## src/rtl/nn_pkg.sv

```systemverilog
// Shared constants and types for the neural-network datapath.
// Layer sizes here set the defaults of every per-layer block.
package nn_pkg;

   localparam int NN_DATA_WIDTH = 16;
   localparam int NN_INPUTS     = 784;
   localparam int NN_HIDDEN1    = 30;
   localparam int NN_HIDDEN2    = 30;
   localparam int NN_HIDDEN3    = 10;
   localparam int NN_OUTPUTS    = 10;
   localparam int SIGMOID_SIZE  = 5;

   typedef enum logic {
      SER_IDLE,
      SER_SEND
   } ser_state_t;

endpackage

```

## src/rtl/layer_serializer_if.sv

```systemverilog
// Vector-in / word-stream-out bus of layer_serializer.
// master is the serializer's view, slave the view of its neighbours; LAYER_SER_INDEX_EN adds out_index.
interface layer_serializer_if
   import nn_pkg::*;
#(
   parameter int DATA_WIDTH = NN_DATA_WIDTH,
   parameter int NEURONS    = NN_HIDDEN1
) ();

   logic                          in_valid;
   logic [NEURONS*DATA_WIDTH-1:0] in_data;
   logic                          in_ready;
   logic                          out_valid;
   logic [DATA_WIDTH-1:0]         out_data;
   logic                          out_last;
   logic                          out_ready;
`ifdef LAYER_SER_INDEX_EN
   logic [$clog2(NEURONS)-1:0]    out_index;
`endif

   modport master (
      input  in_valid, in_data, out_ready,
      output in_ready, out_valid, out_data, out_last
`ifdef LAYER_SER_INDEX_EN
      , output out_index
`endif
   );

   modport slave (
      output in_valid, in_data, out_ready,
      input  in_ready, out_valid, out_data, out_last
`ifdef LAYER_SER_INDEX_EN
      , input out_index
`endif
   );

endinterface

```

## src/rtl/layer_serializer.sv

```systemverilog
// Streams a captured layer vector word by word (neuron 0 first) with a shadow buffer for back-to-back vectors.
// Optional macro LAYER_SER_INDEX_EN exports the element index as out_index.
module layer_serializer
   import nn_pkg::*;
#(
   parameter int DATA_WIDTH = NN_DATA_WIDTH,
   parameter int NEURONS    = NN_HIDDEN1,
   parameter int IDX_WIDTH  = $clog2(NEURONS)
) (
   input  logic               clk,
   input  logic               rst_n,
   layer_serializer_if.master bus,
   output logic               busy,
   output logic               overrun
);

   ser_state_t            state, state_next;
   logic                  a_vld;
   logic                  s_vld, s_vld_next;
   logic [IDX_WIDTH-1:0]  idx, idx_next;
   logic [DATA_WIDTH-1:0] a_buf [NEURONS];
   logic [DATA_WIDTH-1:0] s_buf [NEURONS];
   logic                  beat, last_beat, capture;
   logic                  load_a_in, load_a_s, load_s;

   assign a_vld     = (state == SER_SEND);
   assign beat      = a_vld && bus.out_ready;
   assign last_beat = beat && (idx == IDX_WIDTH'(NEURONS - 1));
   assign capture   = bus.in_valid && !s_vld;

   assign bus.in_ready  = !s_vld;
   assign bus.out_valid = a_vld;
   assign bus.out_data  = a_buf[idx];
   assign bus.out_last  = a_vld && (idx == IDX_WIDTH'(NEURONS - 1));
   assign busy          = a_vld || s_vld;
`ifdef LAYER_SER_INDEX_EN
   assign bus.out_index = a_vld ? idx : '0;
`endif

   always_ff @(posedge clk) begin
      if (!rst_n) begin
         state   <= SER_IDLE;
         s_vld   <= 1'b0;
         idx     <= '0;
         overrun <= 1'b0;
      end else begin
         state   <= state_next;
         s_vld   <= s_vld_next;
         idx     <= idx_next;
         overrun <= overrun || (bus.in_valid && s_vld);
      end
   end

   // Beat progress first; a capture then overrides A when A is free or just emptied.
   always_comb begin
      state_next = state;
      s_vld_next = s_vld;
      idx_next   = idx;
      load_a_in  = 1'b0;
      load_a_s   = 1'b0;
      load_s     = 1'b0;
      if (last_beat) begin
         idx_next = '0;
         if (s_vld) begin
            load_a_s   = 1'b1;
            s_vld_next = 1'b0;
         end else begin
            state_next = SER_IDLE;
         end
      end else if (beat) begin
         idx_next = idx + IDX_WIDTH'(1);
      end
      if (capture) begin
         if (!a_vld || last_beat) begin
            load_a_in  = 1'b1;
            state_next = SER_SEND;
            idx_next   = '0;
         end else begin
            load_s     = 1'b1;
            s_vld_next = 1'b1;
         end
      end
   end

   always_ff @(posedge clk) begin
      if (load_a_in) begin
         for (int k = 0; k < NEURONS; k++)
            a_buf[k] <= bus.in_data[k*DATA_WIDTH +: DATA_WIDTH];
      end else if (load_a_s) begin
         a_buf <= s_buf;
      end
      if (load_s) begin
         for (int k = 0; k < NEURONS; k++)
            s_buf[k] <= bus.in_data[k*DATA_WIDTH +: DATA_WIDTH];
      end
   end

endmodule

```

## src/flat_wrapper.sv

```systemverilog
// flat-port wrapper written by rule: the top's interface ports become plain ports
module layer_serializer_flat import nn_pkg::*;
#(
   parameter int DATA_WIDTH = NN_DATA_WIDTH,
   parameter int NEURONS    = NN_HIDDEN1,
   parameter int IDX_WIDTH  = $clog2(NEURONS)
)
  (clk, rst_n, busy, overrun, bus_in_valid, bus_in_data, bus_out_ready, bus_in_ready, bus_out_valid, bus_out_data, bus_out_last);
  layer_serializer_if #(.DATA_WIDTH(DATA_WIDTH), .NEURONS(NEURONS)) bus_i ();
  input  logic clk;
  input  logic rst_n;
  output logic busy;
  output logic overrun;
  input wire logic [$bits(bus_i.in_valid)-1:0] bus_in_valid;
  input wire logic [$bits(bus_i.in_data)-1:0] bus_in_data;
  input wire logic [$bits(bus_i.out_ready)-1:0] bus_out_ready;
  output wire logic [$bits(bus_i.in_ready)-1:0] bus_in_ready;
  output wire logic [$bits(bus_i.out_valid)-1:0] bus_out_valid;
  output wire logic [$bits(bus_i.out_data)-1:0] bus_out_data;
  output wire logic [$bits(bus_i.out_last)-1:0] bus_out_last;
  assign bus_i.in_valid = bus_in_valid;
  assign bus_i.in_data = bus_in_data;
  assign bus_i.out_ready = bus_out_ready;
  assign bus_in_ready = bus_i.in_ready;
  assign bus_out_valid = bus_i.out_valid;
  assign bus_out_data = bus_i.out_data;
  assign bus_out_last = bus_i.out_last;
  layer_serializer #(.DATA_WIDTH(DATA_WIDTH), .NEURONS(NEURONS), .IDX_WIDTH(IDX_WIDTH)) u_core (.clk(clk), .rst_n(rst_n), .bus(bus_i), .busy(busy), .overrun(overrun));
endmodule
```

## config.mk

```make
export PLATFORM = sky130hd
export DESIGN_NAME = layer_serializer_flat
export DESIGN_NICKNAME = d
export VERILOG_FILES = /design/src/rtl/nn_pkg.sv /design/src/rtl/layer_serializer_if.sv /design/src/rtl/layer_serializer.sv /design/src/flat_wrapper.sv
export SDC_FILE = /design/constraint.sdc
export NUM_CORES = 1
export LEC_CHECK = 0
export CAP_MARGIN = 40
export CORE_MARGIN = 5
export CORE_UTILIZATION = 50
export DETAILED_ROUTE_END_ITERATION = 6
export GPL_ROUTABILITY_DRIVEN = 0
export PLACE_DENSITY_LB_ADDON = 0.1
export SETUP_SLACK_MARGIN = 0.02
export SYNTH_ARGS = -nofsm -noshare
export SYNTH_HDL_FRONTEND = slang
export SYNTH_SLANG_ARGS = --single-unit
```

## constraint.sdc

```tcl
create_clock -name clk -period 50.5 [get_ports clk]
set_input_delay 10.1 -clock clk [delete_from_list [all_inputs] [get_ports clk]]
set_output_delay 10.1 -clock clk [all_outputs]
set_load 0.005 [all_outputs]
```

# Word-level counts from Yosys, hierarchy flattened
# Index checks and enable logic that the tools add are counted.
# word_totals
regBits	968
input_bits	484
output_inout_bits	21
elab_cells	101
# classes
n_addsub	1
magnitude_cmp	1
eq_ne	1
mux	22
n_bitwise	1
reduce_logical	11
# op_table
operator	count
$mux W480	2
$bmux W16 S5	1
$mux W16	2
$mux W5	4
$mux W1	13
$ge A6 B6 Y1 const B	1
$not A5 Y6	1
$add A5 B1 Y5 const B	1
$eq A5 B5 Y1 const B	1
$logic_and A1 B1 Y1	5
$logic_or A1 B1 Y1	3
$logic_not A1 Y1	2
$reduce_bool A2 Y1	1

# Logic depth before layout (Yosys ltp)
# Gate-level depths: netlist of the first run.
# depth
word_depth	6
mapped_depth	11
mapped_depth_nobuf	6

# Least setup slack after synthesis of the first run
# Ideal clock, no wire load.
# synth_timing
kind	in2reg
start	in bus_out_ready
end	reg u_core.s_vld
arrival_ns	31.520
t_required_ns	50.348
slack_ns	18.828
path_stages	3
n_path_buf	0
cell_sequence	a21bo_2 > nor2_1 > o21a_1
# synth_via
elab_chain_len	5
elab_cells_between_ends	6
classes_between	mux (3); reduce/logical (3)
# synth_lines
element	line_no	text
start, declared	flat_wrapper.sv:16	input wire logic [$bits(bus_i.out_ready)-1:0] bus_out_ready;
$logic_and A1 B1 Y1 (*)	layer_serializer.sv:27	assign beat = a_vld && bus.out_ready;
$logic_and A1 B1 Y1 (*)	layer_serializer.sv:28	assign last_beat = beat && (idx == IDX_WIDTH'(NEURONS - 1));
$mux W1 or $logic_or A1 B1 Y1 (tied branches)	layer_serializer.sv:62, layer_serializer.sv:74	
$mux W1	layer_serializer.sv:74	if (!a_vld || last_beat) begin
$mux W1 (*)	layer_serializer.sv:73	if (capture) begin
end signal, assigned	layer_serializer.sv:48	s_vld <= s_vld_next;
end, declared	layer_serializer.sv:19	logic s_vld, s_vld_next;
# Every way passes the cells marked *; elsewhere a longest branch is shown, timed or not.
# A chain may end at the register's enable or synchronous reset.

# Final worst setup path of the first run
# layout_timing
start	reg u_core.idx[0]
end	out bus_out_data[13]
# layout_via
elab_chain_len	4
# layout_lines
element	line_no	text
start, declared	layer_serializer.sv:20	logic [IDX_WIDTH-1:0] idx, idx_next;
start signal, assigned	layer_serializer.sv:49	idx <= idx_next;
$not A5 Y6 (implied by the code)	layer_serializer.sv:33	assign bus.out_data = a_buf[idx];
$bmux W16 S5	layer_serializer.sv:33	
$mux W16 (implied by the code) (2 in a row)	layer_serializer.sv:33	
end, declared	flat_wrapper.sv:19	output wire logic [$bits(bus_i.out_data)-1:0] bus_out_data;
# No other way between the ends. The select of a mux whose other input is x is not followed.

==> metrics.txt, run 1 <==
largest net degree at the start of global routing=between 150 and 200; largest family of logic cells by synthesized area=multiplexers; worst setup path start=u_core.idx[0]; Detailed Routing Iterations Pass 1=5; CTS-repair resized insts=0; Initial DRC Count=1,526; critical path launch point type=flip-flop; die width=around 290 µm; CP max stage cell=dfxtp_4; maximum VDD drop=between 0.02 and 0.03 mV; final design area excluding fillers=slightly below 50,000 µm²; Critical Path AT=4.24 ns; post-synthesis simple-gate area fraction=less than 1%; path type of the worst setup path=reg2out; ordered cell list for the critical path=buf_4, buf_16, mux2i_1, o22ai_1, a211oi_1, a22oi_1, clkdlybuf4s50_1; ys async rst share=0%; FF+latch count, synth=roughly 970; routed vias=slightly below 20,000; Area growth syn-to-layout=24.71%; Cell Pwr Density=37.79 nW/µm²; Syn. warnings=0; Critical Path Max Stage Delay=a little under 0.8 ns; post-layout util=around 63%; CP required=approximately 40 ns; Area contributors post-synth=edfxtp_1 75%, mux2_2 11%, mux4_2 4.7%; CP max FO=34; post-synth top area share=74.61%; WHS=~0.50 ns; minimum clock period=14.34 ns; main flop type after synthesis=edfxtp_1; pre-CTS setup slack=36.23 ns; Hold Path Class=reg2reg; hold_buf cts=0; Placed Cells incl. Taps=3,363; Worst setup EP type=output pin; io pins=~510; Setup violations, final=0; die area=82,940 µm²; Layout Skew=~0.022 ns; synthesized area=around 39,000 µm²; Core Area=77,080 µm²; DR vias/cell=~5.6; routed wire length=between 90,000 and 100,000 µm; Die Span Y=around 290 µm; maxcap violations=0; post-synthesis sequential area ratio=between 70% and 80%; clock sink count=a little under 1,000; Mapped Cells=between 1,500 and 2,000; Slew Viols, Final=0; GRT Resource Usage Total=22.77%; global route overflow=0; synth unique cells=36; # port buffers=roughly 500; Total Nets Final=between 2,000 and 3,000; syn_nets=2,368; Root Driver=clkbuf_16; status=finished, final reports clean; leakage=approximately 16 nW; RSZ-0062 raised after global routing=false; initial antenna violation count=15; Fin Setup TNS=0 ns; final cell count without fillers=~3,600; top cell type by total area after synthesis=edfxtp_1; post-synthesis xor/xnor area fraction=0.09067%; Worst-Margin Slew=1.171 ns; global-route wire length before repair=about 140,000 µm; CTS Buf Count=100; clock buffer depth=3; Initial Utilization=roughly half; final period utilization=~28%; ANT nets after route=0; Final Hold Fails=0; Synth Area in Compound Gates=under 10%; Synth Area in Adders=less than 1%; number of synthesized flops with an enable pin=960; mux contribution to synthesized area=about 21%; DP Area=~45,000 µm²; hold_sp=u_core.overrun; DR WL/cell=27.15 µm; max_slew headroom=21.94%; CTS tree=built; Fmax=69.73 MHz; post-CTS setup buffer count=0; number of remaining DRC errors=0; layout cells sized above 1=a little over a quarter; clock latency on the worst-skew pair=between 0.6 and 0.7 ns; Mapped Avg Cell Area=around 21 µm²; final worst setup slack=~36 ns; worst reg2reg path startpoint=u_core.idx[0]; clk slew on worst S/H paths=~0.060 ns; H-tree levels=3; vias in the first global route=~21,000; total power=about 1.8 mW; row count=a little over 100; DP HPWL=a little under 70,000 µm
[cells in the final DEF, fill, tap and decap left out, types with 6 or more instances in the layout]
master and instances:
o22ai_1 16, clkinv_1 34, a21oi_1 17, mux4_2 80, a22oi_1 32, diode_2 6, edfxtp_1 960, mux2_2 391
clkbuf_1 17, a211oi_1 17, clkdlybuf4s50_1 504, clkinv_2 19, o21ai_0 31, buf_4 19, buf_16 15, clkbuf_16 103
mux2i_1 80, nor2_1 9, mux2_1 89, a221oi_1 16
[synth_stat cells (all sizes together), types with 3 or more instances]
| cell type | n |
|---|---|
| a21oi | 17 |
| and2 | 3 |
| dfxtp | 8 |
| mux4 | 80 |
| mux2i | 80 |
| o22ai | 16 |
| a221oi | 16 |
| o21ai | 32 |
| a22oi | 32 |
| nand2 | 3 |
| xor2 | 3 |
| nor2 | 12 |
| a211oi | 17 |
| edfxtp | 960 |
| mux2 | 480 |
| inv | 4 |
| buf | 79 |
| clkbuf | 23 |
[power breakdown]
part | switching, mW | internal [mW] | total, mW
registers | 0.0119 | 0.944 | 0.956
clock network | 0.296 | 0.391 | 0.687
logic | 0.0875 | 0.0903 | 0.178
[sequential cells by signal, summed over array words and instances (netlist names)]
signal and cells:
u_core.s_buf 480, u_core.bus.out_valid 1, u_core.overrun 1, u_core.a_buf 480, u_core.s_vld 1, u_core.idx 5
[worst paths after layout]
kind                       endpoint  slack, ns  cells after the start
setup / recovery   bus_out_data[13]      36.16                      7
hold / removal       u_core.overrun       0.50                      2
setup reg to reg  u_core.a_buf[214]      44.99                      9
hold reg to reg      u_core.overrun       0.50                      2
[cell families (layout without fill, tap and decap cells)]
| logic type | count (synthesis) | count (layout) |
|---|---|---|
| muxes | 640 | 640 |
| AOI/OAI and AO/OA | 133 | 133 |
| DFF | 968 | 968 |
| xor gates and xnor gates | 4 | 4 |
| buffers and inverters | 106 | 728 |
| other | 0 | 6 |
| and+or+nand+nor | 29 | 29 |
| adders and majority gates | 2 | 2 |
[metal layers]
metal  wire, µm  track usage, %  share of wire [%]  up-vias
met4       2374           5.801                2.5       20
li1           -               -                  -     8813
met3       7870           6.738                8.2      142
met5        138               0               0.14        -
met2      48000           37.67                 50      662
met1      37990           29.91                 39    10140
[critical path, delay by kind of cell (launching register included)]
family,cells,cell delay [ns]
buffers and inverters,3,1.39
DFF,1,0.79
AOI/OAI and AO/OA,3,1.01
muxes,1,0.37
[cell type report]
type	count	area, µm²
sequential	968	29000
fill	5486	28900
multi-input combinational	808	9130
timing repair buffer	543	5690
clock buffer	120	2641
tap	1040	1301
clock inverter	61	392.9
inverter	4	15.01
antenna	6	15.01
Note: power is estimated with default switching activity, not from simulation.
==> run 2, diff against run 1 <==
clock period = 14.45 ns   (was 50.5 ns; I/O delays follow)
==> metrics.txt, run 2 (synthesis gave the netlist of run 1 again) <==
row count=102 (unchanged); CTS tree=built; # port buffers=504 (unchanged); vias in the first global route=20,820 (+0.082%); CTS Buf Count=99 (-1.0%); Cell Pwr Density=133.9 nW/µm² (+250%); routed wire length=97,090 µm (+0.74%); global route overflow=0 (unchanged); routed vias=19,830 (+0.30%); cell mode on critical path=buf_4; leading cell type in the layout, fill and taps excluded=edfxtp_1; clock buffer depth=3 (unchanged); io pins=505 (unchanged); Final Hold Fails=0 (unchanged); DR vias/cell=5.582 (+0.22%); Fmax=133.3 MHz; die area=82,940 µm² (unchanged); clk slew on worst S/H paths=0.06 ns (about the same); status=finished, final reports clean; DR WL/cell=27.33 µm (+0.65%); maximum VDD drop=0.08079 mV (+200%); layout cells sized above 1=26.32% (+0.28 points); final period utilization=about half; Top Registers=u_core.a_buf (480), u_core.s_buf (480), u_core.idx (5); GRT Resource Usage Total=22.84% (+0.073 points); Root Driver=clkbuf_16; Initial Utilization=50.13% (unchanged); WHS=0.5062 ns (+0.006724 ns); delay-heaviest family, CP=buffers and inverters; clock sink count=968 (unchanged); Die Span Y=288.0 µm (unchanged); CP max stage cell=buf_4; Area growth syn-to-layout=24.98%; Core Area=77,080 µm² (unchanged); Worst-Margin Slew=1.193 ns (+0.02232 ns); Setup violations, final=0 (unchanged); maxcap violations=0 (unchanged); Placed Cells incl. Taps=3,361 (-0.059%); leakage=15.72 nW (+0.13%); Fillers=5,508 (+0.40%); ANT nets after route=0 (unchanged); ordered cell list for the critical path=buf_4, nand3b_1, buf_4, o22ai_1, a211oi_1, a22oi_1, clkdlybuf4s50_1; post-layout util=62.65% (+0.14 points); path type of the worst setup path=reg2out; DP HPWL=67,760 µm (-0.33%); CTS-repair resized insts=0 (unchanged); Layout Skew=0.01661 ns (-0.005776 ns); CP required=11.56 ns (-28.84 ns); clock latency on the worst-skew pair=0.64 ns (about the same); Fin Setup TNS=0 ns (unchanged); critical path launch point type=flip-flop; Initial DRC Count=1,433 (-6.1%); RSZ-0062 raised after global routing=false; Hold Path Class=reg2reg; minimum clock period=7.504 ns; most frequent cells in the layout=960 x edfxtp_1, 504 x clkdlybuf4s50_1, 391 x mux2_2, 101 x clkbuf_16, 89 x mux2_1; Critical Path Max Stage Delay=0.68 ns (-0.11 ns); hold_buf cts=0 (unchanged); Detailed Routing Iterations Pass 1=4 (-1); Total Nets Final=2,908 (-0.10%); Critical Path AT=4.61 ns (+0.37 ns); Worst setup EP type=output pin; final cell count without fillers=3,553 (+0.085%); number of remaining DRC errors=0 (unchanged); max_slew headroom=20.45% (-1.5 points); Slew Viols, Final=0 (unchanged); global-route wire length before repair=138,100 µm (+0.11%); die width=288.0 µm (unchanged); post-CTS setup buffer count=0 (unchanged); largest net degree at the start of global routing=166 (-2.9%); WP buf/inv=3 (unchanged); initial antenna violation count=28 (+13); CP max FO=37 (+8.8%); H-tree levels=3 (unchanged)
-- run 2: cell types whose count changed in the layout (fill, tap and decap cells not counted), sizes merged --
| cell | previous run | this run |
|---|---|---|
| clkinv | 55 | 43 |
| inv | 6 | 7 |
| bufinv | 4 | 10 |
| clkinvlp | 0 | 6 |
| clkbuf | 120 | 121 |
| diode | 6 | 9 |
| buf | 39 | 37 |
-- run 2: path summary, 6_finish.rpt --
check                 startpoint               end  slack [ns]  cells after the start
setup reg to reg   u_core.idx[1]  u_core.a_buf[95]        8.39                     13
setup / recovery   u_core.idx[1]  bus_out_data[12]        6.95                      7
hold reg to reg   u_core.overrun    u_core.overrun        0.51                      2
hold / removal    u_core.overrun    u_core.overrun        0.51                      2
-- run 2: routing by layer --
layer / wire, µm / global-route usage [%] / vias to the layer above
met4: 2627 / 6.898 / 34
met2: 47570 / 37.12 / 637
li1: - / - / 8808
met5: 236 / 0 / -
met1: 38860 / 29.75 / 10190
met3: 7798 / 7.332 / 162
-- run 2: worst register-to-register path: cells and delay by family, from the launching register on --
kind / cells / cell delay (ns)
buf+inv: 8 / 3.87
mux: 1 / 0.45
flops: 1 / 0.58
simple gates: 2 / 0.37
compound gates: 1 / 0.30
fa+ha+maj: 1 / 0.23
-- run 2: layout make-up --
cell class | instances | area [µm²] | share of cell area, %
clock buffers | 121 | 2603 | 5.389
repair buffers | 541 | 5633 | 11.66
inverters | 4 | 15.01 | 0.03109
flip-flops and latches | 968 | 29000 | 60.05
clock inverters | 62 | 580.6 | 1.202
well taps | 1040 | 1301 | 2.695
multi-input cells | 808 | 9136 | 18.92
diodes | 9 | 22.52 | 0.04664
-- run 2: power by group --
group          switching, mW  total, mW  internal [mW]
combinational          0.302      0.618          0.317
sequential            0.0441       3.34           3.30
clock                   1.05       2.51           1.46
-- run 2: per-stage QoR --
step	total power [mW]	setup WS, ns	instance area [µm²]
floorplan	3.740	3.828	38650
global placement	3.995	6.277	44690
detailed placement	4.025	7.106	45090
CTS	6.529	6.897	48270
global route	6.686	6.755	48280
finish	6.468	6.946	48290
